--- config.mk ---
export PLATFORM = sky130hd
export DESIGN_NAME = branch_resolve_unit_flat
export DESIGN_NICKNAME = d
export VERILOG_FILES = /design/src/rtl/branch_resolve_unit_if.sv /design/src/rtl/branch_resolve_unit.sv /design/src/flat_wrapper.sv
export SDC_FILE = /design/constraint.sdc
export NUM_CORES = 1
export LEC_CHECK = 0
export CAP_MARGIN = 10
export CORE_UTILIZATION = 50
export CTS_CLUSTER_SIZE = 16
export DETAILED_ROUTE_END_ITERATION = 6
export GPL_TIMING_DRIVEN = 0
export PLACE_DENSITY = 0.75
export SYNTH_ARGS = -nofsm -noshare
export SYNTH_HDL_FRONTEND = slang
export SYNTH_SLANG_ARGS = --single-unit
--- constraint.sdc ---
create_clock -name clk -period 3.5 [get_ports clk]
set_input_delay 0.35 -clock clk [delete_from_list [all_inputs] [get_ports clk]]
set_output_delay 0.35 -clock clk [all_outputs]
set_load 0.05 [all_outputs]
--- src/rtl/branch_resolve_unit_if.sv ---
// Fetch/execute-side bundle for the branch resolve unit.
// The unit takes the slave modport. The pipeline side takes the master modport.
interface branch_resolve_unit_if #(
    parameter int CNT_W = 32
);
    logic              pred_valid;
    logic              stall;
    logic              pred_taken;
    logic [31:0]       pred_pc;
    logic [31:0]       pred_target;
    logic              res_valid;
    logic              res_taken;
    logic [31:0]       res_target;
    logic              q_full;
    logic              upd_valid;
    logic [31:0]       upd_pc;
    logic              upd_taken;
    logic              flush;
    logic [31:0]       redirect_pc;
    logic              underflow;
    logic [CNT_W-1:0]  branch_cnt;
    logic [CNT_W-1:0]  mispred_cnt;

    modport master (
        output pred_valid, stall, pred_taken, pred_pc, pred_target,
               res_valid, res_taken, res_target,
        input  q_full, upd_valid, upd_pc, upd_taken, flush, redirect_pc,
               underflow, branch_cnt, mispred_cnt
    );

    modport slave (
        input  pred_valid, stall, pred_taken, pred_pc, pred_target,
               res_valid, res_taken, res_target,
        output q_full, upd_valid, upd_pc, upd_taken, flush, redirect_pc,
               underflow, branch_cnt, mispred_cnt
    );
endinterface

--- src/rtl/branch_resolve_unit.sv ---
// Execute-stage branch resolver. It keeps an in-order queue of fetch predictions and checks each one at resolution.
// On every resolution it trains the predictor. On a wrong prediction it flushes fetch with the corrected PC.
module branch_resolve_unit #(
    parameter int DEPTH = 4,
    parameter int CNT_W = 32
) (
    input  logic                  clk,
    input  logic                  rst_n,
    branch_resolve_unit_if.slave  bus
);
    localparam int PTR_W = $clog2(DEPTH);

    typedef logic [PTR_W-1:0] ptr_t;
    typedef logic [PTR_W:0]   cnt_t;

    typedef struct packed {
        logic [31:0] pc;
        logic        taken;
        logic [31:0] target;
    } rec_t;

    localparam cnt_t FULL_COUNT = cnt_t'(DEPTH);

    rec_t             rec_q [DEPTH];
    rec_t             rec_d [DEPTH];
    ptr_t             wr_ptr_q, wr_ptr_d;
    ptr_t             rd_ptr_q, rd_ptr_d;
    cnt_t             count_q, count_d;
    logic             upd_valid_q, upd_valid_d;
    logic [31:0]      upd_pc_q, upd_pc_d;
    logic             upd_taken_q, upd_taken_d;
    logic             flush_q, flush_d;
    logic [31:0]      redirect_pc_q, redirect_pc_d;
    logic             underflow_q, underflow_d;
    logic [CNT_W-1:0] branch_cnt_q, branch_cnt_d;
    logic [CNT_W-1:0] mispred_cnt_q, mispred_cnt_d;

    rec_t             head;
    logic             pop;
    logic             push;
    logic             mispredict;
    logic             kill;
    logic [31:0]      correct_pc;

    always_comb begin
        head       = rec_q[rd_ptr_q];
        pop        = bus.res_valid && (count_q != '0);
        mispredict = (head.taken != bus.res_taken) ||
                     (bus.res_taken && head.taken && (head.target != bus.res_target));
        kill       = pop && mispredict;
        correct_pc = bus.res_taken ? bus.res_target : head.pc + 32'd4;
        // A full queue still accepts a push when the head leaves in the same cycle.
        push       = bus.pred_valid && !bus.stall && !flush_q && !kill &&
                     ((count_q != FULL_COUNT) || pop);

        rec_d = rec_q;
        if (push) begin
            rec_d[wr_ptr_q] = '{pc: bus.pred_pc, taken: bus.pred_taken, target: bus.pred_target};
        end

        wr_ptr_d = wr_ptr_q;
        rd_ptr_d = rd_ptr_q;
        count_d  = count_q;
        if (kill) begin
            wr_ptr_d = '0;
            rd_ptr_d = '0;
            count_d  = '0;
        end else begin
            if (push) wr_ptr_d = wr_ptr_q + ptr_t'(1);
            if (pop)  rd_ptr_d = rd_ptr_q + ptr_t'(1);
            case ({push, pop})
                2'b10:   count_d = count_q + cnt_t'(1);
                2'b01:   count_d = count_q - cnt_t'(1);
                default: count_d = count_q;
            endcase
        end

        upd_valid_d   = pop;
        upd_pc_d      = pop ? head.pc : upd_pc_q;
        upd_taken_d   = pop ? bus.res_taken : upd_taken_q;
        flush_d       = kill;
        redirect_pc_d = kill ? correct_pc : redirect_pc_q;
        underflow_d   = underflow_q || (bus.res_valid && (count_q == '0));

        branch_cnt_d  = branch_cnt_q;
        mispred_cnt_d = mispred_cnt_q;
        if (pop && (branch_cnt_q != '1))  branch_cnt_d  = branch_cnt_q + CNT_W'(1);
        if (kill && (mispred_cnt_q != '1)) mispred_cnt_d = mispred_cnt_q + CNT_W'(1);
    end

    always_ff @(posedge clk or negedge rst_n) begin
        if (!rst_n) begin
            rec_q         <= '{default: '0};
            wr_ptr_q      <= '0;
            rd_ptr_q      <= '0;
            count_q       <= '0;
            upd_valid_q   <= 1'b0;
            upd_pc_q      <= '0;
            upd_taken_q   <= 1'b0;
            flush_q       <= 1'b0;
            redirect_pc_q <= '0;
            underflow_q   <= 1'b0;
            branch_cnt_q  <= '0;
            mispred_cnt_q <= '0;
        end else begin
            rec_q         <= rec_d;
            wr_ptr_q      <= wr_ptr_d;
            rd_ptr_q      <= rd_ptr_d;
            count_q       <= count_d;
            upd_valid_q   <= upd_valid_d;
            upd_pc_q      <= upd_pc_d;
            upd_taken_q   <= upd_taken_d;
            flush_q       <= flush_d;
            redirect_pc_q <= redirect_pc_d;
            underflow_q   <= underflow_d;
            branch_cnt_q  <= branch_cnt_d;
            mispred_cnt_q <= mispred_cnt_d;
        end
    end

    assign bus.q_full      = (count_q == FULL_COUNT);
    assign bus.upd_valid   = upd_valid_q;
    assign bus.upd_pc      = upd_pc_q;
    assign bus.upd_taken   = upd_taken_q;
    assign bus.flush       = flush_q;
    assign bus.redirect_pc = redirect_pc_q;
    assign bus.underflow   = underflow_q;
    assign bus.branch_cnt  = branch_cnt_q;
    assign bus.mispred_cnt = mispred_cnt_q;
endmodule

--- src/flat_wrapper.sv ---
// flat-port wrapper written by rule: the top's interface ports become plain ports
module branch_resolve_unit_flat 
#(
    parameter int DEPTH = 4,
    parameter int CNT_W = 32
)
  (clk, rst_n, bus_pred_valid, bus_stall, bus_pred_taken, bus_pred_pc, bus_pred_target, bus_res_valid, bus_res_taken, bus_res_target, bus_q_full, bus_upd_valid, bus_upd_pc, bus_upd_taken, bus_flush, bus_redirect_pc, bus_underflow, bus_branch_cnt, bus_mispred_cnt);
  branch_resolve_unit_if #(.CNT_W(CNT_W)) bus_i ();
  input  logic clk;
  input  logic rst_n;
  input wire logic [$bits(bus_i.pred_valid)-1:0] bus_pred_valid;
  input wire logic [$bits(bus_i.stall)-1:0] bus_stall;
  input wire logic [$bits(bus_i.pred_taken)-1:0] bus_pred_taken;
  input wire logic [$bits(bus_i.pred_pc)-1:0] bus_pred_pc;
  input wire logic [$bits(bus_i.pred_target)-1:0] bus_pred_target;
  input wire logic [$bits(bus_i.res_valid)-1:0] bus_res_valid;
  input wire logic [$bits(bus_i.res_taken)-1:0] bus_res_taken;
  input wire logic [$bits(bus_i.res_target)-1:0] bus_res_target;
  output wire logic [$bits(bus_i.q_full)-1:0] bus_q_full;
  output wire logic [$bits(bus_i.upd_valid)-1:0] bus_upd_valid;
  output wire logic [$bits(bus_i.upd_pc)-1:0] bus_upd_pc;
  output wire logic [$bits(bus_i.upd_taken)-1:0] bus_upd_taken;
  output wire logic [$bits(bus_i.flush)-1:0] bus_flush;
  output wire logic [$bits(bus_i.redirect_pc)-1:0] bus_redirect_pc;
  output wire logic [$bits(bus_i.underflow)-1:0] bus_underflow;
  output wire logic [$bits(bus_i.branch_cnt)-1:0] bus_branch_cnt;
  output wire logic [$bits(bus_i.mispred_cnt)-1:0] bus_mispred_cnt;
  assign bus_i.pred_valid = bus_pred_valid;
  assign bus_i.stall = bus_stall;
  assign bus_i.pred_taken = bus_pred_taken;
  assign bus_i.pred_pc = bus_pred_pc;
  assign bus_i.pred_target = bus_pred_target;
  assign bus_i.res_valid = bus_res_valid;
  assign bus_i.res_taken = bus_res_taken;
  assign bus_i.res_target = bus_res_target;
  assign bus_q_full = bus_i.q_full;
  assign bus_upd_valid = bus_i.upd_valid;
  assign bus_upd_pc = bus_i.upd_pc;
  assign bus_upd_taken = bus_i.upd_taken;
  assign bus_flush = bus_i.flush;
  assign bus_redirect_pc = bus_i.redirect_pc;
  assign bus_underflow = bus_i.underflow;
  assign bus_branch_cnt = bus_i.branch_cnt;
  assign bus_mispred_cnt = bus_i.mispred_cnt;
  branch_resolve_unit #(.DEPTH(DEPTH), .CNT_W(CNT_W)) u_core (.clk(clk), .rst_n(rst_n), .bus(bus_i));
endmodule
### Word-level counts from Yosys, hierarchy flattened

Index checks and enable logic that the tools add are counted.

| storage, ports and cells | value |
|---|---|
| register bits after elaboration | 399 |
| word-level logic and storage cells | 79 |

| cells by class | value |
|---|---|
| $add $sub $neg | 7 |
| $lt $le $gt $ge | 3 |
| equal/unequal tests | 8 |
| muxes and demuxes | 13 |
| bitwise logic cells | 2 |
| reductions and logical operators | 23 |

Operators with widths:

| cell | number |
|---|---|
| bitwise mux 260 bit | 1 |
| 2-to-1 mux 65 bit | 3 |
| binary-select mux 65 bit (select 2 bit) | 1 |
| demux 65 bit (select 2 bit) | 1 |
| adder 32 x 1 -> 32 bit (second input constant) | 2 |
| != test 32 bit (second input constant) | 2 |
| adder 32 x 3 -> 32 bit (second input constant) | 1 |
| 2-to-1 mux 32 bit | 1 |
| != test 32 bit | 1 |
| logical AND 1 bit | 12 |
| 2-to-1 mux 2 bit | 4 |
| >= comparator 3 bit (second input constant) | 2 |
| inverter 2 -> 3 bit | 2 |
| one-hot mux 3 bit (2 select lines) | 1 |
| nonzero test 3 bit | 2 |
| adder 2 x 1 -> 2 bit (second input constant) | 2 |
| nonzero test 2 bit | 2 |
| adder 3 x 1 -> 3 bit (second input constant) | 1 |
| equality test 3 bit (second input constant) | 1 |
| zero test 1 bit | 3 |
| zero test 3 bit | 1 |
| logical OR 1 bit | 3 |
| < comparator 3 x 1 -> 1 bit (second input constant) | 1 |
| 2-to-1 mux 3 bit | 1 |
| other kinds (5) | 5 |

### Depth between registers and ports, before layout

| depth | value |
|---|---|
| depth in word-level cells | 14 |
| mapped depth | 16 |
| depth with buffers taken out | 12 |

### Least setup slack after synthesis

No wires, ideal clock.

| timing | value |
|---|---|
| path type | register to register |
| start point | register u_core.rd_ptr_q[0] |
| end point | register u_core.rec_q[0] (netlist bit) |
| data arrival time | 3,301 ps |
| data required time | 3,373 ps |
| path slack | 71 ps |
| cell stages (with the launch flop) | 13 |
| cells stage by stage | dfrtp_1 -> buf_6 -> buf_6 -> buf_6 -> buf_4 -> buf_1 -> mux4_2 -> ha_1 -> o21ai_2 -> and3_1 -> buf_4 -> buf_6 -> mux2_1 |

| on the way | value |
|---|---|
| longest elaborated chain between the ends | 11 |
| elaborated cells between the ends (all ways) | 13 |
| classes of those cells | eq/ne (2); mux (3); bitwise (1); reduce/logical (7) |

RTL lines:

| element | RTL line | text |
|---|---|---|
| from (decl) | branch_resolve_unit.sv:27 | `ptr_t rd_ptr_q, rd_ptr_d;` |
| from (signal assigned) | branch_resolve_unit.sv:108 | `rd_ptr_q <= rd_ptr_d;` |
| inverter 2 -> 3 bit (not written as such) * | branch_resolve_unit.sv:46 | `head = rec_q[rd_ptr_q];` |
| binary-select mux 65 bit (select 2 bit) * | branch_resolve_unit.sv:46 |  |
| 2-to-1 mux 65 bit (not written as such) * (2 in a row) | branch_resolve_unit.sv:46 |  |
| != test 32 bit or logical AND 1 bit (tied branches) | branch_resolve_unit.sv:49 | `(bus.res_taken && head.taken && (head.target != bus.res_target));` |
| logical AND 1 bit | branch_resolve_unit.sv:49 |  |
| logical OR 1 bit * | branch_resolve_unit.sv:48 | `mispredict = (head.taken != bus.res_taken) \|\|` |
| logical AND 1 bit * | branch_resolve_unit.sv:50 | `kill = pop && mispredict;` |
| zero test 1 bit * | branch_resolve_unit.sv:53 | `push = bus.pred_valid && !bus.stall && !flush_q && !kill &&` |
| logical AND 1 bit * (2 in a row) | branch_resolve_unit.sv:53 |  |
| to (signal assigned) | branch_resolve_unit.sv:106 | `rec_q <= rec_d;` |
| to (decl) | branch_resolve_unit.sv:24 | `rec_t rec_q [DEPTH];` |

Mark *: on every way between the ends. The rest lies on a longest branch, timed or not. The select of a mux whose other input is x is not followed.
A chain may end at the register's enable or synchronous reset.

### Final worst setup path

| timing | value |
|---|---|
| start point | register u_core.rd_ptr_q[0] |
| end point | register u_core.rec_q[180] (netlist bit) |

Same word-level chain as after synthesis.

==> metrics.yaml <==
outcome:
  outcome: "finished with violations"
  violations: "negative setup slack"
logic_synthesis:
  synth_area_leaders: "dfrtp_1, mux2_1, mux4_2"
  syn-num-nets: 1482
  synthArstFlopShare: 1.00
  synthCells: 1370
  yosys_warnings: 0
  ys_ff_latch: 399
  yosysSeqAreaShare: 0.542
  synth_edf_count: 0
  synthesis.area_um2: 18400
  ys.flop_type: "dfrtp_1"
  synthTopCellsByCount: "dfrtp_1, mux2_1, nand2_1, mux2_2, xnor2_1"
  yosys.cell_types.count: 45
  synth_area_leader_cell: "dfrtp_1"
  synth_area_per_cell_um2: 13.5
  yosysMostFrequentCell: "dfrtp_1"
  synth_top_area_share: 0.542
run:
  cap_violations: 0
cells_and_area:
  fillers: 2348
  area_growth_pct: 37.5
  nNetsFinal: 1828
  drive_gt1_frac: 0.324
  multi_input_area_um2: 8990
  regArea_um2: 9980
floorplan:
  die_area_um2: 37600
  io_pins: 236
  core_area_um2: 35900
  die_height_um: 194
  rows: 69
  initial_utilization: 0.513
  dieWidth_um: 194
detailed_routing:
  drt-pass1-iter-count: 5
  routedWlPerCell_um: 24.9
  final_antenna_net_count: 0
  viasPerCell: 5.91
  dr.first_iter.drc_count: 1087
  drc_errors: 0
  vias: 13100
  wl_mm: 54.9
power_and_ir_drop:
  power.leakage_uw: 0.0111
  max-vdd-ir-drop_uv: 646
  powerDensity_nw_per_um2: 917
global_routing:
  grt_max_degree: 110
  grt_util_all_layers: 0.259
  antenna_found_initial: 4
  grt_pass1_wl_mm: 75.6
  overflow: 0
  grt_pass1_vias: 13000
hold_path:
  hold_path.class: "primary input to asynchronous set/reset pin"
timing:
  fin_skew_ns: 0.0363
  fin_ws_ns: -0.239
  period_minus_slack_ns: 3.74
  setup-tns-final_ns: -39.59
  finalHoldViolCount: 0
  fmax_ghz: 0.267
  slew_headroom: 0.458
  fin_crit_sh: 1.07
  worstMarginPinSlew_ns: 0.813
  setup_viol: 255
  whs_ns: 0.430
  maxSlewViolCount: 0
  rsz0062_at_grt: "true"
critical_path:
  cp.arrival_ns: 4.16
  cp_max_fo: 9
  startpoint_type: "flop"
  required_ns: 3.92
  rrSetupSlack_ns: -0.24
  endpoint_kind: "flop"
  criticalPathCategory: "flop to flop"
cts:
  clk_pin_slew_ns: 0.06
  root_buffer: "clkbuf_16"
  clk_path_buf_depth: 3
  clkLatencyLatePin_ns: 0.57
  cts_tree: "yes"
  htreeDepth: 2
  numClockSinks: 399
  cts_buffers: 42
placed_design:
  pre_cts_slack_ns: -0.698
  portBuffers: 235
  place_congestion: 0.915
  dp_hpwl_mm: 33.9
==> critical path, cell delays in order (launching register included) <==
cell	delay, ns
dfrtp_1	0.37
buf_12	0.16
buf_12	0.15
mux4_2	0.55
xnor2_2	0.29
nand4_1	0.19
nor4_4	0.42
a21oi_2	0.17
o21ai_4	0.27
and3_4	0.29
buf_12	0.20
clkbuf_16	0.18
mux2_1	0.33
==> cell type report <==
class | count | area share
inverters | 19 | 0.00281
well taps | 461 | 0.0228
diodes | 3 | 0.000296
flip-flops and latches | 399 | 0.394
multi-input cells | 879 | 0.355
clock inverters | 16 | 0.00726
plain buffers | 72 | 0.0344
repair buffers | 303 | 0.139
clock buffers | 57 | 0.0449
==> where the power goes <==
group          internal [µW]  total (µW)  leakage, µW  switching (µW)
combinational           5560       11200      0.00542            5620
clock                   2510        4400     0.000636            1890
sequential              6470        7670      0.00503            1200
==> what timing repair did <==
action                                  in CTS  in global routing
resized for setup                           73                319
endpoints found under the hold margin       88                  0
cloned                                       1                 29
pin swaps                                    8                  6
endpoints found under the setup margin     330                315
hold buffers                                 1                  0
setup buffers                               11                 23
==> layout by cell type (no fill, tap or decap), types with 4 or more instances in the layout <==
| master | instances |
|---|---|
| nor4_1 | 14 |
| mux2_2 | 51 |
| clkbuf_16 | 71 |
| mux2_1 | 4 |
| inv_1 | 18 |
| clkdlybuf4s50_1 | 234 |
| clkinv_2 | 6 |
| xor2_1 | 39 |
| and3_1 | 18 |
| ha_1 | 7 |
| nor2_1 | 26 |
| dfrtp_1 | 399 |
| and2_1 | 9 |
| and3_4 | 4 |
| xnor2_2 | 11 |
| a21o_1 | 4 |
| nand3_1 | 25 |
| mux2i_1 | 6 |
| clkinvlp_4 | 4 |
| nand2_1 | 155 |
| mux2_4 | 239 |
| a21oi_1 | 4 |
| xnor2_1 | 71 |
| o21ai_0 | 37 |
| mux4_2 | 63 |
| nand4_1 | 33 |
| buf_12 | 30 |
| and4_1 | 4 |
| buf_8 | 7 |
| buf_6 | 20 |
| buf_4 | 25 |
| nor3_1 | 21 |
| clkbuf_1 | 33 |
==> path summary, 6_finish.rpt <==
kind / from / end / depth (start not counted)
max in group asynchronous: rst_n / u_core.rec_q[157]$_DFFE_PN0P_ / 4
worst min register to register: u_core.bus.upd_pc[2]$_DFFE_PN0P_ / u_core.bus.upd_pc[2]$_DFFE_PN0P_ / 2
worst max-delay path: u_core.rd_ptr_q[0]$_DFFE_PN0P_ / u_core.rec_q[180]$_DFFE_PN0P_ / 12
worst max register to register: u_core.rd_ptr_q[0]$_DFFE_PN0P_ / u_core.rec_q[180]$_DFFE_PN0P_ / 12
min in group clk: u_core.bus.upd_pc[2]$_DFFE_PN0P_ / u_core.bus.upd_pc[2]$_DFFE_PN0P_ / 2
worst min-delay path: rst_n / u_core.bus.branch_cnt[5]$_DFFE_PN0P_ / 2
==> per-layer routing <==
layer	vias up	wire length, µm	global-route usage
met1	6775	23100	0.359
li1	5578	-	-
met2	552	25900	0.420
met3	143	3980	0.0513
met4	2	1960	0.0644
met5	-	17	0
==> logic make-up (layout without fill, tap and decap cells) <==
| kind of cell | after synthesis | in the layout | synth area share |
|---|---|---|---|
| flip-flops | 399 | 399 | 0.542 |
| multiplexers | 363 | 363 | 0.260 |
| AND/OR/NAND/NOR | 327 | 327 | 0.0843 |
| XOR/XNOR | 123 | 123 | 0.0584 |
| buffers and inverters | 92 | 467 | 0.0319 |
| AO/OA/AOI/OAI | 57 | 57 | 0.0176 |
| adder cells (fa/ha/maj) | 9 | 9 | 0.00651 |
| other | 0 | 3 | 0 |
==> sequential cells by signal, summed over array words and instances, names as in the netlist <==
register,cells
u_core.rec_q,260
u_core.rd_ptr_q,2
u_core.bus.flush,1
u_core.wr_ptr_q,2
u_core.bus.upd_pc,32
u_core.bus.upd_taken,1
u_core.bus.underflow,1
u_core.count_q,3
u_core.bus.branch_cnt,32
u_core.bus.upd_valid,1
u_core.bus.redirect_pc,32
u_core.bus.mispred_cnt,32
==> through the flow <==
stage          total power [µW]  utilization  cells  instance area [µm²]
2_1_floorplan             13600            -   1370                18400
3_3_place_gp              16300        0.595   2066                21400
3_5_place_dp              16500        0.597   2069                21500
4_1_cts                   21200        0.646   2154                23200
5_1_grt                   24200        0.706   2207                25300
6_report                  23200        0.706   2209                25300
No activity file was read; power rests on OpenSTA's default activity.
